===== config.mk =====
export PLATFORM = sky130hd
export DESIGN_NAME = kme_apb_csr_responder
export DESIGN_NICKNAME = d
export VERILOG_FILES = /design/src/rtl/kme_apb_csr_responder.sv
export SDC_FILE = /design/constraint.sdc
export NUM_CORES = 1
export LEC_CHECK = 0
export BUFFER_PORTS_ARGS = -buffer_cell sky130_fd_sc_hd__buf_2
export CAP_MARGIN = 20
export CORE_MARGIN = 2
export CORE_UTILIZATION = 33
export CTS_CLUSTER_SIZE = 20
export DETAILED_ROUTE_END_ITERATION = 10
export HOLD_SLACK_MARGIN = 0.1
export SYNTH_ARGS = -nofsm -noshare
export SYNTH_HDL_FRONTEND = slang
export SYNTH_SLANG_ARGS = --single-unit

===== constraint.sdc =====
create_clock -name clk -period 5 [get_ports clk]
set_input_delay 0.5 -clock clk [delete_from_list [all_inputs] [get_ports clk]]
set_output_delay 0.5 -clock clk [all_outputs]
set_load 0.01 [all_outputs]

===== src/rtl/kme_apb_csr_responder.sv =====
// kme_apb_csr_responder
// APB3 completer for a KME sub-block. It decodes word-aligned addresses,
// inserts WAIT_CYCLES wait states, flags illegal accesses with pslverr and
// holds a small register bank:
//   index 0               read-only ID_VALUE
//   index 1               sticky status, write-1-to-clear, set by status_set
//   index 2..NUM_REGS-1   read/write control registers
// Ports:
//   clk, rst                     clock, synchronous active-high reset
//   apb_paddr/psel/penable/
//   apb_pwrite/apb_pwdata        APB request from the config engine
//   apb_prdata/pready/pslverr    registered APB response, non-zero only in RESP
//   status_set                   per-bit set pulses into the sticky register
//   cfg_regs                     flat image, slice i = register i
//   cfg_wr_pulse/cfg_wr_index    one-cycle strobe and index of a control write
module kme_apb_csr_responder #(
  parameter int                    ADDR_WIDTH  = 16,
  parameter int                    DATA_WIDTH  = 32,
  parameter int                    NUM_REGS    = 8,
  parameter int                    WAIT_CYCLES = 1,
  parameter logic [DATA_WIDTH-1:0] ID_VALUE    = 32'h4B4D_0001
) (
  input  logic                           clk,
  input  logic                           rst,
  input  logic [ADDR_WIDTH-1:0]          apb_paddr,
  input  logic                           apb_psel,
  input  logic                           apb_penable,
  input  logic                           apb_pwrite,
  input  logic [DATA_WIDTH-1:0]          apb_pwdata,
  output logic [DATA_WIDTH-1:0]          apb_prdata,
  output logic                           apb_pready,
  output logic                           apb_pslverr,
  input  logic [DATA_WIDTH-1:0]          status_set,
  output logic [NUM_REGS*DATA_WIDTH-1:0] cfg_regs,
  output logic                           cfg_wr_pulse,
  output logic [$clog2(NUM_REGS)-1:0]    cfg_wr_index
);

  localparam int         IDX_W     = $clog2(NUM_REGS);
  localparam int         WIDX_W    = ADDR_WIDTH - 2;
  localparam logic [3:0] WAIT_INIT = 4'(WAIT_CYCLES);

  typedef enum logic [1:0] {
    ST_IDLE  = 2'd0,
    ST_SETUP = 2'd1,
    ST_WAIT  = 2'd2,
    ST_RESP  = 2'd3
  } state_t;

  state_t                  state_r;
  logic [3:0]              wait_cnt_r;
  logic [ADDR_WIDTH-1:0]   addr_r;
  logic                    write_r;
  logic [DATA_WIDTH-1:0]   wdata_r;
  logic [DATA_WIDTH-1:0]   status_r;
  logic [DATA_WIDTH-1:0]   ctrl_r [2:NUM_REGS-1];

  logic [WIDX_W-1:0]       word_idx_s;
  logic [IDX_W-1:0]        reg_idx_s;
  logic                    in_range_s;
  logic                    err_s;
  logic                    commit_s;
  logic                    ctrl_commit_s;
  logic [DATA_WIDTH-1:0]   rdata_s;
  logic [DATA_WIDTH-1:0]   clr_s;
  logic [DATA_WIDTH-1:0]   regs_s [NUM_REGS];

  // Decode works only on the request captured in SETUP, so address or data
  // changes during WAIT cannot affect the response or the commit.
  assign word_idx_s    = addr_r[ADDR_WIDTH-1:2];
  assign reg_idx_s     = word_idx_s[IDX_W-1:0];
  assign in_range_s    = (word_idx_s < WIDX_W'(NUM_REGS));
  assign err_s         = (addr_r[1:0] != 2'b00) || !in_range_s ||
                         (write_r && (word_idx_s == {WIDX_W{1'b0}}));
  assign commit_s      = (state_r == ST_RESP) && write_r && !err_s;
  assign ctrl_commit_s = commit_s && (word_idx_s >= WIDX_W'(2));

  // Assemble the full register view (ID, sticky status, control registers).
  always_comb begin
    regs_s[0] = ID_VALUE;
    regs_s[1] = status_r;
    for (int i = 2; i < NUM_REGS; i++) begin
      regs_s[i] = ctrl_r[i];
    end
  end

  // Read mux; illegal accesses read back as zero.
  always_comb begin
    if (err_s) begin
      rdata_s = {DATA_WIDTH{1'b0}};
    end else begin
      rdata_s = regs_s[reg_idx_s];
    end
  end

  // Clear mask for the sticky register, non-zero only on a legal commit to index 1.
  always_comb begin
    if (commit_s && (word_idx_s == WIDX_W'(1))) begin
      clr_s = wdata_r;
    end else begin
      clr_s = {DATA_WIDTH{1'b0}};
    end
  end

  // Flatten the register view onto the cfg_regs output.
  always_comb begin
    cfg_regs = {(NUM_REGS*DATA_WIDTH){1'b0}};
    for (int i = 0; i < NUM_REGS; i++) begin
      cfg_regs[i*DATA_WIDTH +: DATA_WIDTH] = regs_s[i];
    end
  end

  // APB transfer FSM with registered response outputs.
  always_ff @(posedge clk) begin
    if (rst) begin
      state_r     <= ST_IDLE;
      wait_cnt_r  <= 4'd0;
      addr_r      <= {ADDR_WIDTH{1'b0}};
      write_r     <= 1'b0;
      wdata_r     <= {DATA_WIDTH{1'b0}};
      apb_prdata  <= {DATA_WIDTH{1'b0}};
      apb_pready  <= 1'b0;
      apb_pslverr <= 1'b0;
    end else begin
      // Response outputs are only non-zero for the single RESP cycle.
      apb_prdata  <= {DATA_WIDTH{1'b0}};
      apb_pready  <= 1'b0;
      apb_pslverr <= 1'b0;
      case (state_r)
        ST_IDLE: begin
          if (apb_psel && !apb_penable) begin
            state_r    <= ST_SETUP;
            wait_cnt_r <= WAIT_INIT;
            addr_r     <= apb_paddr;
            write_r    <= apb_pwrite;
            wdata_r    <= apb_pwdata;
          end
        end
        ST_SETUP: begin
          if (!apb_psel) begin
            state_r <= ST_IDLE;
          end else if (!apb_penable) begin
            // A repeated setup phase replaces the captured request.
            addr_r  <= apb_paddr;
            write_r <= apb_pwrite;
            wdata_r <= apb_pwdata;
          end else if (wait_cnt_r == 4'd0) begin
            state_r     <= ST_RESP;
            apb_pready  <= 1'b1;
            apb_pslverr <= err_s;
            apb_prdata  <= rdata_s;
          end else begin
            state_r <= ST_WAIT;
          end
        end
        ST_WAIT: begin
          if (!apb_psel) begin
            state_r <= ST_IDLE;
          end else if (wait_cnt_r <= 4'd1) begin
            // Read data is taken from the registers as the wait phase ends.
            state_r     <= ST_RESP;
            wait_cnt_r  <= 4'd0;
            apb_pready  <= 1'b1;
            apb_pslverr <= err_s;
            apb_prdata  <= rdata_s;
          end else begin
            wait_cnt_r <= wait_cnt_r - 4'd1;
          end
        end
        ST_RESP: begin
          state_r <= ST_IDLE;
        end
        default: begin
          state_r <= ST_IDLE;
        end
      endcase
    end
  end

  // Register bank: sticky status, control registers and the write strobe.
  always_ff @(posedge clk) begin
    if (rst) begin
      status_r     <= {DATA_WIDTH{1'b0}};
      cfg_wr_pulse <= 1'b0;
      cfg_wr_index <= {IDX_W{1'b0}};
      for (int i = 2; i < NUM_REGS; i++) begin
        ctrl_r[i] <= {DATA_WIDTH{1'b0}};
      end
    end else begin
      // Set is OR-ed in after the clear, so a simultaneous set wins.
      status_r     <= (status_r & ~clr_s) | status_set;
      cfg_wr_pulse <= ctrl_commit_s;
      if (ctrl_commit_s) begin
        cfg_wr_index <= reg_idx_s;
      end
      for (int i = 2; i < NUM_REGS; i++) begin
        if (ctrl_commit_s && (reg_idx_s == IDX_W'(i))) begin
          ctrl_r[i] <= wdata_r;
        end
      end
    end
  end

endmodule

==> results.md, run 1 <==
- Largest net degree at the start of global routing: 92
- IO Port Bufs: 346
- Drt total wl: 46000 um
- Layout cells sized above 1: 31.6%
- Pre-antenna DRT Iters: 5
- Top area cells in the synthesized netlist: edfxtp_1 43%, dfxtp_1 19%, nor2_1 6.7%
- DP Wirelength: 31800 um
- Vias in the first global route: 10300
- Arr. time, crit path: 3700 ps
- PwrDens: 370 nW/um^2
- Peak supply drop: 192 uV
- Later-pin clock latency in the skew report: 510 ps
- Post-synth EDFFs: 192
- Area delta synth->final: 25.1%
- Met3 Resource Use GR: 3.99%
- Die X-Extent: 206 um
- Worst Path Required: 5340 ps
- Die Y: 206 um
- Clock transition at path regs: 60 ps
- Reg2reg start: addr_r[3]
- DR vias/cell: 5.02
- Met1 Resource Use GR: 28.9%
- Crit Path Category: reg2reg
- Initial antenna violation count: 3
- Outcome: finished, final reports clean
- Die Area: 42300 um^2
- H-tree depth: 2
- Most common cell in the netlist: nor2_1
- Seq cells post-synth: 317
- Gpl congestion: 0.814
- Async SR Flop Fraction: 0%
- Max frequency: 298 MHz
- Element type at the critical path end: flip-flop
- Post-synthesis sequential area ratio: 61.6%
- Crit path max fanout: 48
- Via Count: 10500
- Worst Tran Pin Value: 1090 ps
- Slew Viols, Final: 0
- Site row count: 73
- Worst Setup SP: addr_r[3]
- Type of the most critical hold path: in2reg
- Fill cell count: 3888
- CTS Sinks: 317
- Post-synth top area share: 42.9%
- Synth cell count leaders: 240 x nor2_1, 192 x edfxtp_1, 140 x nand2_1
- Hold Startpoint: status_set[23]
- Grt total ovfl: 0
- Slew margin rel.: 27.4%
- Critical R2R Capture: ctrl_r[0][223]
- Worst R2R Path Depth: 4
- Total CTS buffers: 36
- Routed WL per cell: 22.0 um
- Cells after synthesis: 1230
- Core ar.: 39900 um^2
- Syn. warnings: 0
- CTS Root Buffer Type: clkbuf_16
- Post-synth top area cell: edfxtp_1
- Hold_buf cts: 0
- Syn avg cell area: 10.9 um^2
- Met2 Track Usage GR: 34.4%
- Total chip power: 6.21 mW
- Routed Antenna Nets: 0
- Top FF cell, synth: edfxtp_1
- Hold depth: 3
- Reg2Reg Setup Slack: 1640 ps
- Fin Setup TNS: 0 ps
- Post-CTS Resized: 0
- Unrepaired setup endpoints after global routing: no
- Crit path launch type: flip-flop
- # nets final: 1627
- CTS tree: yes
- GRT Max-Usage Layer: met2
- Iter 0 DRT Violations: 771
- Count of final setup violators: 0
- Max Cap Viol: 0
- Final Hold Violating Endpoints: 0
- Setup Buffers After CTS: 0
- Share of the clock period used by the worst path: 67.2%
- Final worst path period need: 3360 ps
- Initial Utilization: 33.6%
- Global-route wire length before repair: 66400 um
- Static leakage: 6.79 nW
- Clock Skew: 14.4 ps
- Hold worst-path end: status_r[23]
- Mapped cell area: 13400 um^2
- GRT Util Overall: 21.2%
- DRC viols: 0
- Maximum clock insertion buffer count: 3
- Synth unique cells: 41
- I/O pins: 379
-- sequential cells by signal, summed over array words and instances, names as in the netlist --
| name | count |
|---|---|
| apb_prdata | 32 |
| cfg_wr_index | 3 |
| status_r | 32 |
| write_r | 1 |
| state_r | 2 |
| apb_pready | 1 |
| apb_pslverr | 1 |
| wait_cnt_r | 4 |
| addr_r | 16 |
| wdata_r | 32 |
| cfg_wr_pulse | 1 |
| ctrl_r | 192 |
-- critical path: stages, from the launching register on --
cell,delay (ps)
dfxtp_4,620
buf_4,720
nor2b_4,800
nand2_2,700
nor2_1,300
-- how the worst max path moves through the flow --
stage          slack, ps              to
6_report            1640  ctrl_r[0][223]
5_1_grt             1410  ctrl_r[0][195]
2_1_floorplan        990  ctrl_r[0][128]
3_5_place_dp        1540  ctrl_r[0][223]
3_3_place_gp        1670  ctrl_r[0][219]
4_1_cts             1550  ctrl_r[0][223]
-- layer usage --
metal	vias up	wire length (um)
met1	5128	19800
met2	417	21800
li1	4881	-
met4	2	1150
met3	64	3240
met5	-	8
-- through the flow --
step / utilization, % / area [um^2] / hold slack [ps] / worst slack, ps / cells
after detailed placement: 39.0 / 15600 / 451 / 1540 / 2022
after global placement: 39.0 / 15500 / 445 / 1670 / 2021
final: 42.1 / 16800 / 194 / 1640 / 2091
after global routing: 42.1 / 16800 / 187 / 1410 / 2089
after floorplan: - / 13500 / 436 / 988 / 1260
after CTS: 42.0 / 16800 / 172 / 1550 / 2088
-- cells by family after synthesis --
| kind of cell | Yosys count | share of synthesized area (%) |
|---|---|---|
| simple gates | 507 | 16.9 |
| flops | 317 | 61.6 |
| compound gates | 171 | 7.17 |
| buf+inv | 160 | 5.52 |
| mux | 67 | 8.19 |
| fa+ha+maj | 6 | 0.559 |
| other cells | 2 | 0.0559 |
-- area by class of cell --
cell class	count	area (um^2)	area share [%]
sequential	317	8280	49.3
multi-input combinational	783	4630	27.6
timing repair buffer	360	1870	11.1
inverter	38	143	0.849
clock inverter	11	90.1	0.536
tap	525	657	3.91
antenna	2	5.00	0.0298
clock buffer	55	1110	6.64
-- cells in the final DEF (no fill, tap or decap), drive strengths merged, types with 8 or more instances in the layout --
cell	count
a211oi	9
a21oi	121
a22oi	23
and3	64
buf	360
clkbuf	55
clkinv	10
conb	32
dfxtp	125
edfxtp	192
inv	38
mux2	23
mux2i	12
mux4	32
nand2	141
nor2	240
o21ai	8
or4	32
-- report_power, final --
part,internal [mW],leakage (nW),switching (mW),total [mW]
Clock,1.59,0.596,1.06,2.65
Combinational,0.215,3.18,0.367,0.581
Sequential,2.87,3.01,0.113,2.98
Power figures use the tool's default switching activity.
==> run 2, diff against run 1 <==
==> constraint.sdc (replaced) <==
create_clock -name clk -period 2.9 [get_ports clk]
set_input_delay 0.29 -clock clk [delete_from_list [all_inputs] [get_ports clk]]
set_output_delay 0.29 -clock clk [all_outputs]
set_load 0.01 [all_outputs]
==> results.md, run 2 (synthesis gave the netlist of run 1 again) <==
- Maximum clock insertion buffer count: 3 (unchanged)
- Die X-Extent: 206 um (unchanged)
- Static leakage: 7.21 nW (+6.2%)
- GRT Max-Usage Layer: met2
- Pre-antenna DRT Iters: 7 (+2)
- CP cell instances: nor4_1 -> and4_1 -> nand4_1 -> o31ai_4 -> buf_12
- Placed inst area: 15800 um^2 (+1.7%)
- PwrDens: 600 nW/um^2 (+62%)
- Type of the most critical hold path: in2reg
- IO Port Bufs: 346 (unchanged)
- Via Count: 11000 (+4.6%)
- Iter 0 DRT Violations: 754 (-2.2%)
- Hold WS: 130 ps (-63.9 ps)
- Final Cell Area: 17800 um^2 (+5.8%)
- Count of final setup violators: 0 (unchanged)
- Core ar.: 39900 um^2 (unchanged)
- Final Hold Violating Endpoints: 0 (unchanged)
- Post-CTS Resized: 0 (unchanged)
- DR vias/cell: 5.01 (-0.13%)
- Slowest cell on crit path: nand4_1
- Area delta synth->final: 32.4%
- Clock Skew: 18.0 ps (+3.65 ps)
- Share of the clock period used by the worst path: 85.3% (+18 points)
- Outcome: finished, final reports clean
- Unrepaired setup endpoints after global routing: no
- Slew Viols, Final: 0 (unchanged)
- Core Util, Final: 44.5% (+2.5 points)
- Crit path max fanout: 32 (-33%)
- Worst R2R Path Depth: 5 (+1)
- Die Area: 42300 um^2 (unchanged)
- Vias in the first global route: 10800 (+5.2%)
- Crit Path Category: reg2reg
- Flop pwr share: 47.9% (about the same)
- Grt total ovfl: 0 (unchanged)
- Most frequent cells in the layout: 345 x buf_2, 237 x nor2_1, 192 x edfxtp_1
- Max Cap Viol: 0 (unchanged)
- Max reg flops: 192 (unchanged)
- Fin Setup TNS: 0 ps (unchanged)
- Crit path launch type: flip-flop
- Layout cells sized above 1: 30.3% (-1.3 points)
- # nets final: 1726 (+6.1%)
- Later-pin clock latency in the skew report: 530 ps (+20 ps)
- Site row count: 73 (unchanged)
- Peak supply drop: 338 uV (+76%)
- Arr. time, crit path: 2670 ps (-1030 ps)
- Element type at the critical path end: flip-flop
- Met3 Resource Use GR: 3.90% (-0.095 points)
- CTS Root Buffer Type: clkbuf_16
- Routed WL per cell: 21.3 um (-3.3%)
- Clock Power Share: 41.4% (-1.3 points)
- Hold depth: 3 (unchanged)
- Met1 Resource Use GR: 28.9% (about the same)
- I/O pins: 379 (unchanged)
- CP max stage delay: 450 ps (-350 ps)
- DP Wirelength: 32000 um (+0.89%)
- Commonest non-fill, non-tap cell in the layout: buf_2
- Final worst path period need: 2470 ps (-887 ps)
- Initial Utilization: 33.6% (unchanged)
- Slew margin rel.: 35.7% (+8.4 points)
- Largest net degree at the start of global routing: 100 (+8.7%)
- GRT Util Overall: 21.6% (+0.41 points)
- Total chip power: 10.7 mW (+72%)
- CTS tree: yes
- DRC viols: 0 (unchanged)
- Global-route wire length before repair: 67500 um (+1.7%)
- Initial antenna violation count: 3 (unchanged)
- Die Y: 206 um (unchanged)
- Logic pwr share: 10.6% (+1.2 points)
- Internal: 7.99 mW (+71%)
- Sw Pwr: 2.68 mW (+74%)
- Clock transition at path regs: 60 ps (about the same)
- Total CTS buffers: 37 (+2.8%)
- Met2 Track Usage GR: 35.3% (+0.87 points)
- Max frequency: 404 MHz (+36%)
- Routed Antenna Nets: 0 (unchanged)
- Switching Share: 25.1% (+0.34 points)
- Worst Tran Pin Value: 964 ps (-125 ps)
- CTS Sinks: 317 (unchanged)
- Gpl congestion: 0.820 (+0.82%)
- Most flops, register: ctrl_r
- Drt total wl: 46600 um (+1.3%)
- Worst Path Required: 3100 ps (-2240 ps)
- H-tree depth: 2 (unchanged)
==> run 2: what timing repair did <==
item | 4_1_cts | 5_1_grt
hold buffers | 81 | 0
endpoints found under the hold margin | 81 | 0
buffers inserted | 0 | 0
==> run 2: path summary, 6_finish.rpt <==
check,start,end,slack [ps]
worst max-delay path,addr_r[8],ctrl_r[0][142],430
worst min-delay path,apb_psel,apb_pready,130
worst max register to register,addr_r[8],ctrl_r[0][142],430
worst min register to register,addr_r[10],addr_r[10],460
==> run 2: power by group through the flow <==
stage                     registers, mW  clock network [mW]  logic (mW)
after CTS                          5.11                4.49        1.14
after floorplan                    5.20                   0       0.580
after detailed placement           5.20                   0        1.06
after global routing               5.13                4.68        1.24
after global placement             5.20                   0        1.04
final                              5.11                4.42        1.14
==> run 2: through the flow <==
stage,std cells,setup WS [ps]
detailed placement,2040,369
CTS,2188,378
floorplan,1260,-157
finish,2190,426
global placement,2040,376
global route,2188,267
==> run 2: critical path, delay by kind of cell, from the launching register on <==
family,cells,cell delay (ps)
AOI/OAI and AO/OA,1,380
buffers and inverters,1,290
DFF,1,310
and+or+nand+nor,3,1160
==> run 2: per-layer routing <==
metal  wire length [um]  up-vias
met5                 13        -
met3               3430       86
met2              22100      489
met1              19700     5311
li1                   -     5086
met4               1440        2
==> run 2: area by class of cell <==
type / instances / area [um^2]
Clock buffer: 56 / 1050
Sequential cell: 317 / 8280
Tap cell: 525 / 657
Clock inverter: 11 / 81.3
Fill cell: 3758 / 22100
Timing Repair Buffer: 458 / 2930
Antenna cell: 2 / 5.00
Inverter: 38 / 143
Multi-Input combinational cell: 783 / 4630
